`config.mk`:
```
export PLATFORM = sky130hd
export DESIGN_NAME = serial_adder
export DESIGN_NICKNAME = d
export VERILOG_FILES = /design/src/rtl/serial_adder_pkg.sv /design/src/rtl/serial_adder_full_adder.sv /design/src/rtl/serial_adder.sv
export SDC_FILE = /design/constraint.sdc
export NUM_CORES = 1
export LEC_CHECK = 0
export ABC_AREA = 1
export BUFFER_PORTS_ARGS = -buffer_cell sky130_fd_sc_hd__buf_2
export CAP_MARGIN = 5
export CORE_MARGIN = 1.5
export CORE_UTILIZATION = 46
export CTS_BUF_LIST = sky130_fd_sc_hd__clkbuf_4
export CTS_CLUSTER_DIAMETER = 30
export DETAILED_ROUTE_END_ITERATION = 16
export MAX_ROUTING_LAYER = met4
export PLACE_DENSITY = 0.68
export SYNTH_ARGS = -nofsm -noshare
export SYNTH_HDL_FRONTEND = slang
export SYNTH_SLANG_ARGS = --single-unit
```
`constraint.sdc`:
```
create_clock -name CLK -period 1.69 [get_ports CLK]
set_input_delay 0.338 -clock CLK [delete_from_list [all_inputs] [get_ports CLK]]
set_output_delay 0.338 -clock CLK [all_outputs]
set_load 0.005 [all_outputs]
```
`src/rtl/serial_adder_pkg.sv`:
```
// Shared definitions for the bit-serial adder: FSM encoding and width limits.
package serial_adder_pkg;

  localparam int SA_MAX_WIDTH = 32;

  typedef enum logic [1:0] {
    S_IDLE = 2'd0,
    S_RUN  = 2'd1,
    S_DONE = 2'd2
  } sa_state_e;

endpackage

```
`src/rtl/serial_adder_full_adder.sv`:
```
// Existing 1-bit full adder cell used as the single bit-slice of serial_adder.
module full_adder (
  input  logic a,
  input  logic b,
  input  logic ci,
  output logic s,
  output logic co
);

  assign s  = a ^ b ^ ci;
  assign co = (a & b) | (ci & (a ^ b));

endmodule

```
`src/rtl/serial_adder.sv`:
```
// Bit-serial unsigned adder, LSB first, one full_adder cell plus a carry flop.
// Optional signed-overflow output OVF when SERIAL_ADDER_OVF_EN is defined.
module serial_adder
  import serial_adder_pkg::*;
#(
  parameter int WIDTH = 8
) (
  input  logic             CLK,
  input  logic             RST,
  input  logic             START,
  input  logic [WIDTH-1:0] A,
  input  logic [WIDTH-1:0] B,
  input  logic             CIN,
  output logic             BUSY,
  output logic             DONE,
  output logic [WIDTH-1:0] SUM,
  output logic             COUT
`ifdef SERIAL_ADDER_OVF_EN
  ,
  output logic             OVF
`endif
);

  localparam int CW = $clog2(WIDTH + 1);

  if (WIDTH < 2 || WIDTH > SA_MAX_WIDTH) begin : g_bad_width
    $error("serial_adder: WIDTH out of range 2..SA_MAX_WIDTH");
  end

  sa_state_e        state_q, state_d;
  logic [WIDTH-1:0] a_sr, b_sr, res_sr, res_nxt;
  logic             carry;
  logic [CW-1:0]    cnt;
  logic             s, c;
  logic             accept, last;

  full_adder u_fa (
    .a  (a_sr[0]),
    .b  (b_sr[0]),
    .ci (carry),
    .s  (s),
    .co (c)
  );

  assign accept  = START && (state_q == S_IDLE || state_q == S_DONE);
  assign last    = (state_q == S_RUN) && (cnt == CW'(WIDTH - 1));
  assign res_nxt = {s, res_sr[WIDTH-1:1]};

  always_ff @(posedge CLK or posedge RST) begin
    if (RST) state_q <= S_IDLE;
    else     state_q <= state_d;
  end

  always_comb begin
    state_d = state_q;
    case (state_q)
      S_IDLE:  if (START) state_d = S_RUN;
      S_RUN:   if (last)  state_d = S_DONE;
      S_DONE:  state_d = START ? S_RUN : S_IDLE;
      default: state_d = S_IDLE;
    endcase
  end

  // BUSY/DONE are flopped copies of the next state so outputs stay registered.
  always_ff @(posedge CLK or posedge RST) begin
    if (RST) begin
      BUSY   <= 1'b0;
      DONE   <= 1'b0;
      SUM    <= '0;
      COUT   <= 1'b0;
      a_sr   <= '0;
      b_sr   <= '0;
      res_sr <= '0;
      carry  <= 1'b0;
      cnt    <= '0;
`ifdef SERIAL_ADDER_OVF_EN
      OVF    <= 1'b0;
`endif
    end else begin
      BUSY <= (state_d == S_RUN);
      DONE <= (state_d == S_DONE);
      if (accept) begin
        a_sr   <= A;
        b_sr   <= B;
        carry  <= CIN;
        cnt    <= '0;
        res_sr <= '0;
      end else if (state_q == S_RUN) begin
        a_sr   <= a_sr >> 1;
        b_sr   <= b_sr >> 1;
        res_sr <= res_nxt;
        carry  <= c;
        cnt    <= cnt + CW'(1);
        if (last) begin
          SUM  <= res_nxt;
          COUT <= c;
`ifdef SERIAL_ADDER_OVF_EN
          // carry still holds the carry into the MSB on the last bit
          OVF  <= carry ^ c;
`endif
        end
      end
    end
  end

endmodule

```
Yosys cells after proc, flatten, opt, wreduce, memory -nomap -nowiden. Cells that the tools add are included.

Output and inout port bits: 11. Register bits: 42. Logic and storage cells: 42. Input bits: 20.

Mux-type cells: 14. $add $sub $neg: 1. Reductions and logical operators: 6. Bitwise logic cells: 6. Eq/ne operators: 5.

Operator list (count): $mux W8 (6); $mux W4 (2); $pmux W2 S3 (1); $add A4 B1 Y4 const B (1); $eq A2 B1 Y1 const B (2); $eq A2 B2 Y1 const B (2); $eq A4 B3 Y1 const B (1); $mux W2 (2); $mux W1 (3); $reduce_and A3 Y1 (1); $and A1 B1 Y1 (2); $logic_and A1 B1 Y1 (2); $logic_not A2 Y1 (1); $reduce_bool A2 Y1 (1); $xor A1 B1 Y1 (2); $logic_or A1 B1 Y1 (1); $not A1 Y1 (1); $or A1 B1 Y1 (1).

Logic depth before layout (Yosys ltp). Gate-level depths: netlist of run 1.

Depth after elaboration: 5. Depth in mapped cells: 8. Mapped depth without buffers: 6.

Cells and area by module. Synthesis of run 1 repeated with hierarchy kept, for this count alone.

Cell total of the unflattened synthesis: 209. Area total of the unflattened synthesis: 1819.2 µm².

Modules (own cells, without submodules): serial_adder (cells each 208, sequential area each 1026.0 µm², area an instance 1799.2 µm², times used 1); full_adder (cells each 1, sequential area each 0.0 µm², area an instance 20.0 µm², times used 1).

Worst setup path before layout of run 1. Ideal clock, no wire load.

Path kind: register -> register. Start point: reg carry. End point: reg carry. Arrival time: 1.132 ns. Clock period less this slack: 1.219 ns. Cell stages (with the launch flop): 5. Data required time: 1.603 ns. Setup time: 0.087 ns. Buffers on the path: 0. Setup slack: 0.471 ns. Cells stage by stage: dfrtp_1 -> inv_1 -> fa_1 -> or2_2 -> o211ai_1.

Word-level cells in the longest chain between the ends: 4.

Ends and longest elaborated chain: start, declared (line serial_adder.sv:32) `logic carry;`; start signal, assigned (line serial_adder.sv:74) `carry <= 1'b0;`; start signal, assigned (line serial_adder.sv:85) `carry <= CIN;`; start signal, assigned (line serial_adder.sv:92) `carry <= c;`; $and A1 B1 Y1 (line serial_adder_full_adder.sv:11) `assign co = (a & b) | (ci & (a ^ b));`; $or A1 B1 Y1 (line serial_adder_full_adder.sv:11); $mux W1 (line serial_adder.sv:88) `end else if (state_q == S_RUN) begin`; $mux W1 (line serial_adder.sv:82) `if (accept) begin`.

Every way passes these cells. The select of a mux whose other input is x is not followed. A chain may end at the register's enable or synchronous reset.

Worst setup path after layout of run 1. Ends and elaborated chain as after synthesis.

==> impl_metrics.json, run 1 <==
{
  "critPathKind": "reg2reg",
  "cp.required_ps": 1960,
  "ys_types": 21,
  "slew_viol_final": 0,
  "totalWireLength_um": 2980,
  "gp_congestion": 0.816,
  "fmax_mhz": 778,
  "ys_ff_latch": 41,
  "gr-total-overflow": 0,
  "clkPwrFrac_pct": 13.6,
  "netSwitchingPower_mw": 1.29,
  "cts_hold_buf": 0,
  "first_global_vias": 1209,
  "switching_share_pct": 38.4,
  "postCtsResizedCells": 0,
  "start_util_pct": 49.5,
  "hp-class": "in2async",
  "avgSynthCellArea_um2": 9.49,
  "setup_viol": 0,
  "worstMarginPinSlew_ps": 503,
  "fin_crit_ps": 1280,
  "synthTopCellsByArea": "dfrtp_1 61%, nand2_1 14%, nand3_1 3.9%",
  "ioPinCount": 31,
  "io_buffers": 30,
  "cts_buffers": 5,
  "die_x_um": 63.6,
  "fin_nets": 233,
  "max-clock-path-buffers": 2,
  "tritoncts": "built",
  "r2r_cells": 4,
  "drc": 0,
  "finalClockSkew_ps": 6.09,
  "routedWlPerCell_um": 11.5,
  "clkTransAtPathRegs_ps": 120,
  "crit_path_start_kind": "register",
  "cp_cell_sequence": "inv_1 -> fa_1 -> or2_2 -> o211ai_1",
  "leakagePower_nw": 1.01,
  "track_usage_pct": 17.5,
  "clock_latency_ps": 350,
  "p_int_mw": 2.07,
  "grt_antenna_before_repair": 0,
  "path_buf_inv": 1,
  "viasPerCell": 4.80,
  "die_y_um": 63.6,
  "syn-num-nets": 200,
  "drive_gt1_share_pct": 22.2,
  "synth_top_area_share_pct": 60.7,
  "power_density_nw_per_um2": 1750,
  "fin_crit_sh_pct": 76.0,
  "hold_viol": 0,
  "synthCells": 178,
  "power_frac_comb_pct": 38.7,
  "max_cap_viol_count": 0,
  "area_growth_pct": 13.3,
  "slew_headroom_pct": 66.5,
  "num_vias": 1238,
  "path_depth": 4,
  "yosysTopAreaCell": "dfrtp_1",
  "cts_root_buffer": "clkbuf_4",
  "ir_drop_uv": 742,
  "slowest_stage": "fa_1",
  "status": "finished clean",
  "postCtsSetupRepairBufs": 0,
  "dieArea_um2": 4040,
  "ant_nets": 0,
  "cp_top_family": "adder cells",
  "cp-end-kind": "register",
  "grt_max_degree": 42,
  "diodes": 0,
  "syn_area_um2": 1690,
  "critPathMaxStageDelay_ps": 430,
  "setup_tns_ps": 0,
  "layout_commonest_cell": "nand2_1",
  "dpl.hpwl_um": 2020,
  "dr.pass1.iters": 4,
  "mostFrequentLayoutCells": "61 x nand2_1, 41 x dfrtp_1, 30 x buf_2",
  "drt_iter0_markers": 66,
  "htree_levels": 2,
  "synth_warnings": 0,
  "worst-r2r-setup-slack_ps": 410,
  "grt_setup_unrepaired": "false",
  "row_count": 21,
  "cts_sinks": 41,
  "cp_max_fo": 2,
  "seqPwrFrac_pct": 47.7,
  "power_mw": 3.36,
  "arrival_ps": 1560,
  "ys_seq_area_share_pct": 60.7,
  "holdWs_ps": 91.5,
  "core_area_um2": 3420,
  "grt_pass1_wl_um": 5260
}
-- worst min-delay path: stages --
cell	delay, ps
buf_2	90
inv_1	40
buf_4	430
-- flip-flops by register name, indices dropped and copies added, names as in the netlist --
signal and count:
SUM 8, DONE 1, carry 1, BUSY 1, b_sr 8, state_q 2
cnt 4, a_sr 8, COUT 1, res_sr 7
-- final cells by class --
| class | count | area (µm²) |
|---|---|---|
| clock buffers | 5 | 37.5 |
| clock inverters | 3 | 12.5 |
| fillers | 330 | 1500 |
| inverters | 19 | 73.8 |
| multi-input cells | 111 | 533 |
| flip-flops and latches | 41 | 1030 |
| well taps | 46 | 57.6 |
| repair buffers | 33 | 173 |
-- metrics by stage --
stage	setup slack (ps)	cell area, µm²	util, %	instances
3_5_place_dp	429	1860	54.5	250
3_3_place_gp	451	1860	54.5	250
5_1_grt	290	1910	56.0	258
6_report	405	1910	56.0	258
4_1_cts	397	1910	56.0	258
2_1_floorplan	406	1690	-	178
-- power by group through the flow --
stage	clock network (mW)	registers [mW]	logic [mW]
2_1_floorplan	0	1.60	1.04
3_3_place_gp	0	1.61	1.27
3_5_place_dp	0	1.62	1.32
4_1_cts	0.475	1.60	1.33
5_1_grt	0.517	1.65	1.49
6_report	0.457	1.60	1.30
-- routing by layer --
metal / GRT usage [%] / up-vias / wire [µm]
li1: - / 630 / -
met4: 7.61 / 0 / 44
met5: - / - / 0
met3: 6.07 / 7 / 143
met2: 27.6 / 31 / 1420
met1: 20.3 / 570 / 1370
-- Yosys cell counts (all sizes together) --
cell type  instances
o21ai             11
a21oi              3
o22ai              7
ha                 1
fa                 1
buf                7
o211ai             3
dfrtp             41
nor2               7
or2                1
nand2             64
inv               19
nand3             13
-- cells by family after synthesis --
group | after synthesis | share of synthesized area (%)
AND/OR/NAND/NOR | 85 | 21.6
flip-flops | 41 | 60.7
AO/OA/AOI/OAI | 24 | 8.07
buffers and inverters | 26 | 7.70
adder cells (fa/ha/maj) | 2 | 1.93
-- final timing paths --
kind,endpoint,from
setup reg to reg,carry$_DFFE_PP0P_,carry$_DFFE_PP0P_
setup / recovery,carry$_DFFE_PP0P_,carry$_DFFE_PP0P_
max in group asynchronous,SUM[2]$_DFFE_PP0P_,RST
hold reg to reg,b_sr[7]$_DFFE_PP0P_,b_sr[7]$_DFFE_PP0P_
hold / removal,a_sr[6]$_DFFE_PP0P_,RST
min in group CLK,b_sr[7]$_DFFE_PP0P_,B[7]
(Power assumes the default switching activity.)
==> inputs of run 2 (changes only) <==
Settings changed: ABC_AREA 1 to 0.
Clock period 1.69 ns to 1.2 ns, I/O delays scaled along.
==> run 2 against run 1 <==
  * Combinational power rose by 130%
  * Setup slack got worse by 640 ps
  * Largest cell class unchanged
  * First-iteration DRC count fell by 4.5%
  * Clock skew rose by 5.0 ps
  * Total power rose by 78%
  * Non-clock buffer count rose by 27
  * Global-route usage rose by 2.6 points
  * Final cell count fell by 5.8%
  * Fmax fell by 11%
  * The flow now finishes with violations (negative setup slack)
  * Sequential power rose by 48%
  * Flip-flop and latch count did not move
  * Via count rose by 3.2%
==> impl_metrics.json, run 2 <==
{
  "placed_cells": 226,
  "dieArea_um2": 4030,
  "synth_ff_type": "dfrtp_1",
  "cp_max_fo": 8,
  "tritoncts": "built",
  "synth_most_common_cell": "dfrtp_1",
  "first_global_vias": 1217,
  "holdCritStartpoint": "A[3]",
  "ys_seq_area_share_pct": 61.0,
  "avgSynthCellArea_um2": 12.0,
  "io_buffers": 30,
  "clock_latency_ps": 340,
  "violations": "negative setup slack",
  "drc": 0,
  "status": "complete, but fails checks",
  "synth_edf_count": 0,
  "die_y_um": 63.5,
  "htree_levels": 2,
  "max-clock-path-buffers": 2,
  "syn_area_um2": 1680,
  "cts_root_buffer": "clkbuf_4",
  "synthCells": 140,
  "clkTransAtPathRegs_ps": 110,
  "r2r-start": "cnt[1]$_DFFE_PP0P_",
  "synthTopCellsByArea": "dfrtp_1 61%, a22o_1 5.2%, a22oi_1 4.9%",
  "dr.pass1.iters": 4,
  "async_flop_share_pct": 100,
  "cts_sinks": 41,
  "setup_viol": 25,
  "start_util_pct": 49.2,
  "slew_viol_final": 0,
  "critPathKind": "reg2reg",
  "power_mw": 5.98,
  "track_usage_pct": 20.1,
  "row_count": 21,
  "arrival_ps": 1670,
  "ioPinCount": 31,
  "yosysTopAreaCell": "dfrtp_1",
  "synth_warnings": 0,
  "crit_path_start_kind": "register",
  "ys_ff_latch": 41,
  "ys_types": 26,
  "fin_crit_sh_pct": 120,
  "n_fill_cell": 256,
  "worstMarginPinSlew_ps": 212,
  "fin_ws_ps": -237,
  "grt_antenna_before_repair": 0,
  "hp-class": "in2reg",
  "drt_iter0_markers": 63,
  "die_x_um": 63.5,
  "fmax_mhz": 696,
  "synth_common_cells": "41 x dfrtp_1, 17 x nand2_1, 11 x a22oi_1, 11 x nand3_1, 10 x a22o_1",
  "syn-num-nets": 162,
  "mostFrequentLayoutCells": "40 x dfrtp_1, 30 x buf_2, 15 x nand2_1",
  "largestRegisters": "SUM x8, a_sr x8, b_sr x8",
  "dpl.hpwl_um": 2220,
  "cp-end-kind": "register",
  "grt_setup_unrepaired": "true",
  "max_cap_viol_count": 0,
  "routedWlPerCell_um": 15.0,
  "synth_top_area_share_pct": 61.0,
  "power_density_nw_per_um2": 2540,
  "drive_gt1_share_pct": 47.7,
  "totalWireLength_um": 3640,
  "grt_pass1_wl_um": 6060,
  "finalClockSkew_ps": 11.1,
  "cts_buffers": 5,
  "diodes": 0,
  "gr-total-overflow": 0,
  "ant_nets": 0,
  "ir_drop_uv": 1180,
  "num_vias": 1277,
  "cp.required_ps": 1430,
  "layout_commonest_cell": "dfrtp_1",
  "fin_cells": 243,
  "leakagePower_nw": 1.17,
  "gp_congestion": 0.719,
  "viasPerCell": 5.26,
  "grt_max_degree": 42,
  "setup.worst_path.start": "cnt[1]$_DFFE_PP0P_",
  "slew_headroom_pct": 85.8,
  "core_area_um2": 3420,
  "area_growth_pct": 40.0,
  "fin_nets": 219,
  "hold_viol": 0,
  "fin_crit_ps": 1440
}
## run 2: changes by cell type after synthesis, moves of 5 or more
cell | previous run | this run
a22oi_1 | 0 | 11
o21ai_1 | 9 | 0
o22ai_1 | 7 | 0
inv_1 | 15 | 6
clkbuf_1 | 0 | 5
nand2_1 | 61 | 17
a22o_1 | 0 | 10
mux2_2 | 0 | 7
## run 2: power by group
part,switching [mW],leakage [nW],total [mW],internal [mW]
clock,0.418,0.0292,0.653,0.236
combinational,1.31,0.620,2.97,1.66
sequential,0.382,0.521,2.36,1.98
## run 2: path summary, 6_finish.rpt
kind                                   endpoint  slack [ps]  depth (start not counted)
min                         a_sr[3]$_DFFE_PP0P_         110                          3
max in group asynchronous  state_q[0]$_DFF_PP0_         510                          4
max reg2reg                  SUM[1]$_DFFE_PP0P_        -240                          5
max                          SUM[1]$_DFFE_PP0P_        -240                          5
min reg2reg                 a_sr[4]$_DFFE_PP0P_         500                          2
min in group asynchronous    SUM[5]$_DFFE_PP0P_         490                          4
## run 2: area by class of cell
| cell class | count | area, µm² | share of cell area (%) |
|---|---|---|---|
| Clock inverter | 1 | 3.75 | 0.159 |
| Clock buffer | 6 | 45.0 | 1.91 |
| Sequential cell | 41 | 1030 | 43.6 |
| Tap cell | 46 | 57.6 | 2.44 |
| Multi-Input combinational cell | 83 | 722 | 30.7 |
| Timing Repair Buffer | 60 | 477 | 20.2 |
| Inverter | 6 | 22.5 | 0.956 |
## run 2: routing by layer
metal	routed length (µm)	GRT usage, %
met5	0	-
met4	26	6.52
met3	172	5.54
met2	1750	27.6
met1	1690	28.8
## run 2: what timing repair did
action                                  in CTS  in global routing
gates resized for setup                     35                 12
hold buffers                                 1                  0
pin swaps                                    9                 12
buffers inserted                             4                  6
gates cloned                                 1                  0
endpoints found under the setup margin      26                 37
endpoints found under the hold margin       41                  0
## run 2: worst max-delay path: stages (launching register included)
cell	delay, ps
dfrtp_1	380
ha_2	220
nand2_4	70
nor3_4	180
buf_12	170
mux2_4	300
## run 2: cells by family after synthesis
family | synth area share (%)
muxes | 7.07
and+or+nand+nor | 12.1
buffers and inverters | 4.24
AOI/OAI and AO/OA | 13.1
xor gates and xnor gates | 0.521
adders and majority gates | 1.93
DFF | 61.0
## run 2: metrics by stage
| step | hold WS (ps) | setup TNS, ps | util, % | setup slack (ps) | cell area (µm²) |
|---|---|---|---|---|---|
| floorplan | 380 | -2380 | - | -260 | 1690 |
| global placement | 309 | -1260 | 59.6 | -150 | 2040 |
| detailed placement | 315 | -2100 | 59.6 | -213 | 2040 |
| CTS | 104 | -2560 | 67.1 | -228 | 2290 |
| global route | 91.7 | -4570 | 68.9 | -312 | 2350 |
| finish | 114 | -3020 | 68.9 | -237 | 2350 |
